$ cat src/rtl/status_value_pkg.sv
`default_nettype none
// ============================================================================
//  Module      : status_value_pkg
//  Description : Shared definitions for the status value vector and its
//                drain/consumer logic: state encoding of the drain FSM and
//                the default entry/counter widths.
//  Revision    : 1.0 - initial release
// ============================================================================
package status_value_pkg;

    localparam int c_default_width = 8;
    localparam int c_default_cnt_w = 8;

    localparam logic [1:0] c_st_run   = 2'd0;
    localparam logic [1:0] c_st_flush = 2'd1;
    localparam logic [1:0] c_st_done  = 2'd2;

    typedef enum logic [1:0] {
        RUN   = c_st_run,
        FLUSH = c_st_flush,
        DONE  = c_st_done
    } state_t;

endpackage : status_value_pkg
`default_nettype wire

$ cat src/rtl/status_value_out_reg.sv
`default_nettype none
// ============================================================================
//  Module      : status_value_out_reg
//  Description : One-entry output stage with valid flag. A load captures a
//                new value and sets valid; a clear drops valid. Load wins
//                over clear so a transfer and a refill can share one edge.
//  Ports       : clk_i, arst_i        clock, async active-high reset
//                load_i, load_value_i capture a new value
//                clear_i              drop valid (transfer or discard)
//                value_o, valid_o     held entry
//  Revision    : 1.0 - initial release
// ============================================================================
module status_value_out_reg #(
    parameter int WIDTH = 8
) (
    input  logic             clk_i,
    input  logic             arst_i,
    input  logic             load_i,
    input  logic [WIDTH-1:0] load_value_i,
    input  logic             clear_i,
    output logic [WIDTH-1:0] value_o,
    output logic             valid_o
);

    logic [WIDTH-1:0] r_value;
    logic             r_valid;

    always_ff @(posedge clk_i or posedge arst_i) begin
        if (arst_i) begin
            r_value <= '0;
            r_valid <= 1'b0;
        end else if (load_i) begin
            r_value <= load_value_i;
            r_valid <= 1'b1;
        end else if (clear_i) begin
            // value is kept; only the valid flag drops
            r_valid <= 1'b0;
        end
    end

    assign value_o = r_value;
    assign valid_o = r_valid;

endmodule : status_value_out_reg
`default_nettype wire

$ cat src/rtl/status_value_drain.sv
`default_nettype none
// ============================================================================
//  Module      : status_value_drain
//  Description : Consumer end of the status value shift vector. Pops the
//                vector head into a one-entry valid/ready output stage and
//                supports a flush mode that discards every queued entry
//                (including ones pushed while flushing).
//  Ports       : clk_i, arst_i                  clock, async reset
//                head_value_i, head_valid_i     vector entry [0]
//                pull_o                         pop strobe for entry [0]
//                enable_i                       allow pulls in RUN
//                flush_i                        flush request
//                out_value_o/out_valid_o/out_ready_i  downstream handshake
//                busy_o, flush_done_o           flush status
//                rd_cnt_o, flush_cnt_o          delivered / discarded counts
//  Revision    : 1.0 - initial release
// ============================================================================
module status_value_drain
    import status_value_pkg::*;
#(
    parameter int WIDTH = c_default_width,
    parameter int CNT_W = c_default_cnt_w
) (
    input  logic             clk_i,
    input  logic             arst_i,
    input  logic [WIDTH-1:0] head_value_i,
    input  logic             head_valid_i,
    output logic             pull_o,
    input  logic             enable_i,
    input  logic             flush_i,
    output logic [WIDTH-1:0] out_value_o,
    output logic             out_valid_o,
    input  logic             out_ready_i,
    output logic             busy_o,
    output logic             flush_done_o,
    output logic [CNT_W-1:0] rd_cnt_o,
    output logic [CNT_W-1:0] flush_cnt_o
);

    state_t           r_state;
    state_t           w_state_nxt;
    logic [CNT_W-1:0] r_rd_cnt;
    logic [CNT_W-1:0] r_flush_cnt;

    logic             w_out_valid;
    logic             w_xfer;
    logic             w_pull;
    logic             w_load;
    logic             w_clear;
    logic             w_flush_enter;
    logic             w_discard;

    assign w_xfer = w_out_valid & out_ready_i;

    // A held entry that is not leaving on the flush-entry edge is thrown away
    // and becomes the first counted discard.
    assign w_discard = w_out_valid & ~out_ready_i;

    always_ff @(posedge clk_i or posedge arst_i) begin
        if (arst_i) begin
            r_state <= RUN;
        end else begin
            r_state <= w_state_nxt;
        end
    end

    always_comb begin
        w_state_nxt   = r_state;
        w_pull        = 1'b0;
        w_load        = 1'b0;
        w_clear       = 1'b0;
        w_flush_enter = 1'b0;
        case (r_state)
            RUN: begin
                w_pull = enable_i & head_valid_i & (~w_out_valid | out_ready_i) & ~flush_i;
                w_load = w_pull;
                if (flush_i) begin
                    w_state_nxt   = FLUSH;
                    w_clear       = 1'b1;
                    w_flush_enter = 1'b1;
                end else begin
                    w_clear = w_xfer;
                end
            end
            FLUSH: begin
                // Keep popping until an empty head is actually observed, so
                // late pushes are discarded too.
                w_pull = head_valid_i;
                if (!head_valid_i) begin
                    w_state_nxt = DONE;
                end
            end
            DONE: begin
                w_state_nxt = RUN;
            end
            default: begin
                w_state_nxt = RUN;
            end
        endcase
    end

    always_ff @(posedge clk_i or posedge arst_i) begin
        if (arst_i) begin
            r_rd_cnt    <= '0;
            r_flush_cnt <= '0;
        end else begin
            if (w_xfer) begin
                r_rd_cnt <= r_rd_cnt + 1'b1;
            end
            if (w_flush_enter) begin
                r_flush_cnt <= {{(CNT_W-1){1'b0}}, w_discard};
            end else if ((r_state == FLUSH) && w_pull && (r_flush_cnt != {CNT_W{1'b1}})) begin
                r_flush_cnt <= r_flush_cnt + 1'b1;
            end
        end
    end

    status_value_out_reg #(
        .WIDTH (WIDTH)
    ) u_out_reg (
        .clk_i        (clk_i),
        .arst_i       (arst_i),
        .load_i       (w_load),
        .load_value_i (head_value_i),
        .clear_i      (w_clear),
        .value_o      (out_value_o),
        .valid_o      (w_out_valid)
    );

    // The state register is already RUN during reset, but the pull term is
    // combinational on live inputs, so it is gated by reset explicitly.
    assign pull_o       = w_pull & ~arst_i;
    assign out_valid_o  = w_out_valid;
    assign busy_o       = (r_state != RUN);
    assign flush_done_o = (r_state == DONE);
    assign rd_cnt_o     = r_rd_cnt;
    assign flush_cnt_o  = r_flush_cnt;

endmodule : status_value_drain
`default_nettype wire
$ cat config.mk
export PLATFORM = sky130hd
export DESIGN_NAME = status_value_drain
export DESIGN_NICKNAME = d
export VERILOG_FILES = /design/src/rtl/status_value_pkg.sv /design/src/rtl/status_value_out_reg.sv /design/src/rtl/status_value_drain.sv
export SDC_FILE = /design/constraint.sdc
export NUM_CORES = 1
export LEC_CHECK = 0
export CAP_MARGIN = 20
export CORE_MARGIN = 5
export CORE_UTILIZATION = 25
export DETAILED_ROUTE_END_ITERATION = 16
export PLACE_DENSITY = 0.55
export SYNTH_ARGS = -nofsm -noshare
export SYNTH_HDL_FRONTEND = slang
export SYNTH_SLANG_ARGS = --single-unit
$ cat constraint.sdc
create_clock -name clk_i -period 2.1 [get_ports clk_i]
set_clock_uncertainty 0.05 [all_clocks]
set_input_delay 0.42 -clock clk_i [delete_from_list [all_inputs] [get_ports clk_i]]
set_output_delay 0.42 -clock clk_i [all_outputs]
set_load 0.005 [all_outputs]
==> results of run 1 <==
==> worst max-delay path: stages <==
cell                              delay [ns]
sky130_fd_sc_hd__clkdlybuf4s50_1        0.48
sky130_fd_sc_hd__nor4b_4                0.32
sky130_fd_sc_hd__nor2_1                 0.07
sky130_fd_sc_hd__nor2_1                 0.08
sky130_fd_sc_hd__buf_2                  0.12
==> placed cells by master, fill, tap and decap left out <==
| cell | instances |
|---|---|
| sky130_fd_sc_hd__clkdlybuf4s50_1 | 38 |
| sky130_fd_sc_hd__dfrtp_1 | 27 |
| sky130_fd_sc_hd__buf_4 | 13 |
| sky130_fd_sc_hd__mux2_2 | 9 |
| sky130_fd_sc_hd__nand3_1 | 8 |
| sky130_fd_sc_hd__nand2_1 | 6 |
| sky130_fd_sc_hd__nor2_1 | 6 |
| sky130_fd_sc_hd__xnor2_1 | 5 |
| sky130_fd_sc_hd__and4_1 | 3 |
| sky130_fd_sc_hd__nor3_1 | 3 |
| sky130_fd_sc_hd__inv_1 | 3 |
| sky130_fd_sc_hd__o31ai_1 | 3 |
| sky130_fd_sc_hd__mux2i_1 | 3 |
| sky130_fd_sc_hd__clkbuf_8 | 3 |
| sky130_fd_sc_hd__a31oi_1 | 2 |
| sky130_fd_sc_hd__nor3b_1 | 2 |
| sky130_fd_sc_hd__and3_1 | 2 |
| sky130_fd_sc_hd__xor2_1 | 2 |
| sky130_fd_sc_hd__o21ai_0 | 2 |
| sky130_fd_sc_hd__o211ai_1 | 2 |
| sky130_fd_sc_hd__ha_1 | 2 |
| sky130_fd_sc_hd__dlygate4sd2_1 | 2 |
| sky130_fd_sc_hd__nor2_2 | 1 |
| sky130_fd_sc_hd__and2_0 | 1 |
| sky130_fd_sc_hd__and3b_1 | 1 |
| sky130_fd_sc_hd__and3_2 | 1 |
| sky130_fd_sc_hd__and2_1 | 1 |
| sky130_fd_sc_hd__nor2b_4 | 1 |
| sky130_fd_sc_hd__nand2_2 | 1 |
| sky130_fd_sc_hd__nor4b_4 | 1 |
| sky130_fd_sc_hd__nand3b_1 | 1 |
| sky130_fd_sc_hd__a211oi_1 | 1 |
| sky130_fd_sc_hd__nor2b_1 | 1 |
| sky130_fd_sc_hd__a41o_1 | 1 |
| sky130_fd_sc_hd__a211o_2 | 1 |
| sky130_fd_sc_hd__clkbuf_1 | 1 |
| sky130_fd_sc_hd__buf_2 | 1 |
==> cells in the mapped netlist <==
library cell | n | share of area, %
sky130_fd_sc_hd__nand3_1 | 8 | 3.2
sky130_fd_sc_hd__and2_1 | 1 | 0.50
sky130_fd_sc_hd__a41o_1 | 1 | 0.81
sky130_fd_sc_hd__nor3_1 | 3 | 1.2
sky130_fd_sc_hd__xor2_1 | 2 | 1.4
sky130_fd_sc_hd__ha_1 | 2 | 2.0
sky130_fd_sc_hd__and3b_1 | 1 | 0.71
sky130_fd_sc_hd__nor2_2 | 1 | 0.50
sky130_fd_sc_hd__and3_1 | 2 | 1.0
sky130_fd_sc_hd__mux2i_1 | 3 | 2.4
sky130_fd_sc_hd__a31oi_1 | 2 | 1.0
sky130_fd_sc_hd__o211ai_1 | 2 | 1.2
sky130_fd_sc_hd__and4_1 | 3 | 2.1
sky130_fd_sc_hd__nor2_1 | 6 | 1.8
sky130_fd_sc_hd__and3_2 | 1 | 0.61
sky130_fd_sc_hd__clkbuf_1 | 1 | 0.30
sky130_fd_sc_hd__o31ai_1 | 3 | 1.8
sky130_fd_sc_hd__mux2_2 | 9 | 8.2
sky130_fd_sc_hd__inv_1 | 3 | 0.91
sky130_fd_sc_hd__nor2b_4 | 1 | 1.1
sky130_fd_sc_hd__a211o_2 | 1 | 0.81
sky130_fd_sc_hd__and2_0 | 1 | 0.50
sky130_fd_sc_hd__xnor2_1 | 5 | 3.5
sky130_fd_sc_hd__nor3b_1 | 2 | 1.2
sky130_fd_sc_hd__nor4b_4 | 1 | 1.9
sky130_fd_sc_hd__nor2b_1 | 1 | 0.50
sky130_fd_sc_hd__a211oi_1 | 1 | 0.61
sky130_fd_sc_hd__o21ai_0 | 2 | 0.81
sky130_fd_sc_hd__nand3b_1 | 1 | 0.61
sky130_fd_sc_hd__nand2_1 | 7 | 2.1
sky130_fd_sc_hd__dfrtp_1 | 27 | 54
==> flip-flops by register name (all words and copies together), names as in the netlist <==
register           cells
rd_cnt_o               8
u_out_reg.value_o      8
r_state                2
u_out_reg.valid_o      1
flush_cnt_o            8
==> cell families after synthesis <==
kind of cell / synth area share [%]
buf+inv: 1.21
mux: 10.6
flops: 54.5
xor+xnor: 4.94
fa+ha+maj: 2.02
simple gates: 19.7
compound gates: 7.06
==> through the flow <==
| stage | hold WS, ns | worst slack, ns |
|---|---|---|
| floorplan | 0.415 | 0.409 |
| global placement | 0.413 | -0.364 |
| detailed placement | 0.412 | -0.392 |
| CTS | 0.325 | 0.0821 |
| global route | 0.334 | 0.0184 |
| finish | 0.328 | 0.136 |
==> routing by layer <==
metal,vias to the layer above,track usage (%)
met5,-,0
met4,0,4.56
met3,4,1.68
met2,28,17.7
met1,496,11.8
li1,487,-
==> area by class of cell <==
| cell class | instances | area, sq um |
|---|---|---|
| fillers | 482 | 2890 |
| flip-flops and latches | 27 | 676 |
| multi-input cells | 73 | 552 |
| repair buffers | 54 | 500 |
| well taps | 67 | 83.8 |
| clock buffers | 4 | 45.0 |
| inverters | 3 | 11.3 |
==> final timing paths <==
kind	endpoint	cells after the start	start	slack, ns
max in group asynchronous	flush_cnt_o[0]$_DFFE_PP0P_	3	arst_i	1.14
hold reg to reg	rd_cnt_o[7]$_DFFE_PP0P_	1	rd_cnt_o[7]$_DFFE_PP0P_	0.42
hold / removal	flush_cnt_o[6]$_DFFE_PP0P_	2	arst_i	0.33
setup reg to reg	flush_cnt_o[0]$_DFFE_PP0P_	6	flush_cnt_o[0]$_DFFE_PP0P_	0.35
min in group clk_i	rd_cnt_o[7]$_DFFE_PP0P_	1	rd_cnt_o[7]$_DFFE_PP0P_	0.42
setup / recovery	pull_o	5	flush_i	0.14
==> power by group <==
part / internal, mW / total (mW) / switching [mW] / leakage [nW]
clock: 0.136 / 0.296 / 0.160 / 0.0228
sequential: 0.667 / 0.794 / 0.126 / 0.350
combinational: 0.459 / 0.688 / 0.229 / 0.432
==> what timing repair did <==
item                                    CTS  global route
cloned                                    0             0
setup buffers                             1             0
endpoints found under the hold margin     0             0
pin swaps                                 2             1
endpoints found under the setup margin    1             1
resized for setup                         7             0
hold buffers                              0             0
==> PnR_summary.wiki, run 1 <==
{| class="wikitable"
! Metric !! Value
|-
| PwrDens || 951 mW/mm^2
|-
| Average wire length per cell after detail routing || 13.0 microns
|-
| Clock tree from TritonCTS || built
|-
| Post-synthesis instance total || 104
|-
| Die Ht || 80.4 microns
|-
| Placed instance area || 0.00182 sq mm
|-
| Core footprint || between 0.004 and 0.005 sq mm
|-
| Vias in the first global route || about 1100
|-
| Ant diodes || 0
|-
| Number of unique standard cell types used by synthesis || 31
|-
| Initial cell density of the core || 26.1%
|-
| Routed length on met3 || roughly 150 microns
|-
| I/O pin total || 42
|-
| Leakage power || 0.805 nW
|-
| Clock Sink Count || 27
|-
| Type of the most critical hold path || input port to async pin
|-
| Non-filler instance count after layout || 228
|-
| Total chip power || 1.78 mW
|-
| Clk pin slew, worst setup/hold paths || 0.09 ns
|-
| Maximum clock path buffer count || 2
|-
| GRT overflow || 0
|-
| Estimated wirelength of the detail-placed design || 2330 microns
|-
| Maximum number of pins on one net before global-route repair || 25
|-
| DIE AREA || 0.00647 sq mm
|-
| Setup repair after global routing missed its margin || no
|-
| Via count normalized by instance count || roughly 4.5
|-
| DRC violation count after routing || 0
|-
| Arrival time at the worst endpoint || 1.49 ns
|-
| Maximum clock frequency || roughly 510 MHz
|-
| Synth Register Bits || 27
|-
| Sequential cell area fraction in the yosys report || about 54%
|-
| Aggregate global-route resource usage || around 10%
|-
| Final Hold Viols || 0
|-
| Number of nets produced by synthesis || 120
|-
| Row Count || 25
|-
| Wire length after detailed routing || 2960 microns
|-
| Final core area utilization || 39.3%
|-
| Worst setup path category || input port to primary output
|-
| Placed Cells incl. Taps || about 220
|-
| Type of element launching the critical path || input port
|-
| Max-slew headroom || 75.4%
|-
| Max-capacitance violation count || 0
|-
| Area growth syn-to-layout || 50.7%
|-
| Setup_tns || 0 ns
|-
| Routed wire length on met2 || between 1000 and 1500 microns
|-
| Critical path fanouts, max || 2
|-
| Warnings, synthesis || 0
|-
| H-tree depth || 1
|-
| Die extent in x || 80.4 microns
|-
| Summed instance area of the synthesized netlist || 0.00124 sq mm
|-
| DRT iter0 DRCs || 43
|-
| Via count || 1015
|-
| Worst VDD drop || 336 uV
|-
| Antenna violation net count after detailed routing || 0
|-
| Net count of the finished layout || 178
|-
| Setup Viol. Count Final || 0
|-
| Finished layout cell area || 0.00187 sq mm
|-
| Num CTS Buffers || 3
|-
| Uppermost metal layer occupied by signal nets || met4
|-
| Synth Area per Inst || 11.9 sq um
|-
| Fin crit share || 93.5%
|-
| Clock network latency to the later pin of the worst-skew pair || 0.27 ns
|-
| Clock root buffer || sky130_fd_sc_hd__clkbuf_8
|-
| Wire length of the first global-routing pass || roughly 5000 microns
|-
| DRT Pass-1 Iters || 5
|-
| Minimum clock period after layout || roughly 2.0 ns
|-
| Crit. End Element || primary output
|-
| Run status || finished clean
|-
| RePlAce Congestion || 0.759
|-
| Initial antenna violation count || 0
|-
| Fraction of layout instances using a drive strength above 1 || roughly a fifth
|-
| Worst EP required || 1.63 ns
|-
| Met1 routed wirelength after detailed routing || 1310 microns
|-
| Pins Over Slew Limit || 0
|-
| Buffers added on ports || 41
|-
| Worst slew pin tran || 0.366 ns
|}
Note: power is estimated with default switching activity, not from simulation.
==> inputs of run 2 (changes only) <==
--- a/config.mk
+++ b/config.mk
@@ -7,9 +7,9 @@
 export LEC_CHECK = 0
 export CAP_MARGIN = 20
 export CORE_MARGIN = 5
-export CORE_UTILIZATION = 25
+export CORE_UTILIZATION = 44
 export DETAILED_ROUTE_END_ITERATION = 16
-export PLACE_DENSITY = 0.55
+export PLACE_DENSITY = 0.84
 export SYNTH_ARGS = -nofsm -noshare
 export SYNTH_HDL_FRONTEND = slang
 export SYNTH_SLANG_ARGS = --single-unit
==> constraint.sdc (replaced) <==
create_clock -name clk_i -period 2.1 [get_ports clk_i]
set_clock_uncertainty 0.05 [all_clocks]
set_input_delay 0.63 -clock clk_i [delete_from_list [all_inputs] [get_ports clk_i]]
set_output_delay 0.63 -clock clk_i [all_outputs]
set_load 0.005 [all_outputs]
==> PnR_summary.wiki, run 2 (same netlist as run 1, synthesis figures left out) <==
{| class="wikitable"
! Metric !! Value
|-
| Run status || finished clean
|-
| Die Ht || 63.1 microns
|-
| Vias in the first global route || 1093
|-
| Clock network latency to the later pin of the worst-skew pair || 0.32 ns
|-
| Top library cells by usage in the layout, fill and taps aside || 34 x sky130_fd_sc_hd__clkdlybuf4s50_1, 26 x sky130_fd_sc_hd__dfrtp_1, 20 x sky130_fd_sc_hd__buf_4, 9 x sky130_fd_sc_hd__mux2_2, 8 x sky130_fd_sc_hd__nand3_1
|-
| Final Hold Viols || 0
|-
| Critical register-to-register path startpoint || flush_cnt_o[0]$_DFFE_PP0P_
|-
| PwrDens || 942 mW/mm^2
|-
| Max-slew headroom || 76.8%
|-
| Worst slew pin tran || 0.348 ns
|-
| Aggregate global-route resource usage || 15.3%
|-
| Clock tree from TritonCTS || built
|-
| DRC violation count after routing || 0
|-
| Worst setup path category || input port to primary output
|-
| Clock root buffer || sky130_fd_sc_hd__clkbuf_4
|-
| Wire length of the first global-routing pass || just over 5000 microns
|-
| Hold buffers post-CTS || 0
|-
| Setup Viol. Count Final || 0
|-
| Fraction of layout instances using a drive strength above 1 || 26.2%
|-
| Maximum number of pins on one net before global-route repair || 28
|-
| Type of element launching the critical path || input port
|-
| Clock Sink Count || 27
|-
| Most frequent standard cell in the layout excluding fill and tap cells || sky130_fd_sc_hd__clkdlybuf4s50_1
|-
| Ant diodes || 0
|-
| Maximum clock path buffer count || 2
|-
| Placed instance area || 0.00181 sq mm
|-
| Reg2Reg Setup Slack || 0.39 ns
|-
| Total area of multi-input combinational cells || approximately 550 sq um
|-
| Max-capacitance violation count || 0
|-
| Area taken by flip-flops and latches || 677 sq um
|-
| GRT overflow || 0
|-
| Worst R2R End || flush_cnt_o[0]$_DFFE_PP0P_
|-
| Clk pin slew, worst setup/hold paths || 0.15 ns
|-
| Arrival time at the worst endpoint || 1.40 ns
|-
| Net count of the finished layout || 185
|-
| RePlAce Congestion || 0.790
|-
| Estimated wirelength of the detail-placed design || around 2200 microns
|-
| Finished layout cell area || 0.00184 sq mm
|-
| Fin crit share || between 90 and 100%
|-
| Non-filler instance count after layout || 199
|-
| Core footprint || ~0.0027 sq mm
|-
| Antenna violation net count after detailed routing || 0
|-
| Die extent in x || 63.1 microns
|-
| DRT Pass-1 Iters || 4
|-
| Wire length after detailed routing || 2890 microns
|-
| H-tree depth || 1
|-
| I/O pin total || between 40 and 50
|-
| Worst VDD drop || 691 uV
|-
| Initial antenna violation count || 0
|-
| Worst-case hold path end point || rd_cnt_o[7]$_DFFE_PP0P_
|-
| Pins Over Slew Limit || 0
|-
| Num CTS Buffers || 3
|-
| Placed Cells incl. Taps || roughly 190
|-
| Setup repair after global routing missed its margin || yes
|-
| Via count || 1068
|-
| DIE AREA || 0.00398 sq mm
|-
| Crit. End Element || primary output
|-
| DRT iter0 DRCs || 28
|-
| Via count normalized by instance count || about 5.4
|-
| Minimum clock period after layout || 2.08 ns
|-
| Critical path fanouts, max || 2
|-
| Fillers || 208
|-
| Path depth of the worst reg2reg path || 5
|-
| Type of the most critical hold path || flip-flop to flip-flop
|-
| Average wire length per cell after detail routing || 14.5 microns
|-
| Hold path start || rd_cnt_o[7]$_DFFE_PP0P_
|-
| Hold Crit Depth || 1
|-
| Maximum clock frequency || 480 MHz
|-
| Total chip power || 1.74 mW
|-
| Area growth syn-to-layout || 48.7%
|-
| Post-Route Hold Slack || 0.429 ns
|-
| Row Count || 19
|-
| Buffers added on ports || 41
|-
| Leakage power || 0.835 nW
|-
| Initial cell density of the core || 45.4%
|-
| Worst EP required || about 1.4 ns
|}
-- run 2: how the worst max path moves through the flow --
stage                                 from  endpoint  depth (start not counted)
floorplan                     head_valid_i    pull_o                          4
detailed placement             out_ready_i    pull_o                          6
global placement               out_ready_i    pull_o                          6
CTS                 r_state[1]$_DFFE_PP0P_    pull_o                          5
global route        r_state[0]$_DFFE_PP0P_    pull_o                          5
finish                         out_ready_i    pull_o                          6
-- run 2: stage by stage --
stage | TNS [ns] | util, % | setup WS (ns)
after floorplan | 0 | - | 0.0853
after global placement | -2.04 | 66.3 | -0.725
after detailed placement | -2.42 | 66.3 | -0.738
after CTS | -0.000676 | 67.1 | -0.000676
after global routing | -0.115 | 67.5 | -0.112
final | 0 | 67.5 | 0.0159
-- run 2: layout make-up --
type | instances | share of cell area, %
Sequential cell | 27 | 36.7
Multi-Input combinational cell | 73 | 29.9
Timing Repair Buffer | 61 | 29.2
Tap cell | 31 | 2.10
Clock buffer | 4 | 1.42
Inverter | 3 | 0.611
-- run 2: per-layer routing --
metal / part of all wire [%] / global-route usage (%) / vias up
met5: 0 / 0 / -
met4: 1.3 / 5.57 / 0
met3: 9.2 / 5.33 / 4
met2: 47 / 23.5 / 40
met1: 42 / 20.0 / 521
li1: - / - / 503
-- run 2: power breakdown --
part           leakage (nW)  internal (mW)  switching (mW)
sequential            0.348          0.666           0.125
combinational         0.471          0.476           0.242
clock                0.0150         0.0744           0.154
-- run 2: what timing repair did --
action / CTS / global route
endpoints found under the setup margin: 3 / 3
endpoints found under the hold margin: 0 / 0
pin swaps: 4 / 3
gates resized for setup: 21 / 1
gates cloned: 0 / 0
buffers inserted: 2 / 1
-- run 2: critical path: stages --
cell	delay, ns
sky130_fd_sc_hd__clkdlybuf4s15_2	0.21
sky130_fd_sc_hd__nor2b_4	0.05
sky130_fd_sc_hd__nor4b_4	0.24
sky130_fd_sc_hd__nor2_1	0.08
sky130_fd_sc_hd__nor2_1	0.08
sky130_fd_sc_hd__buf_2	0.11
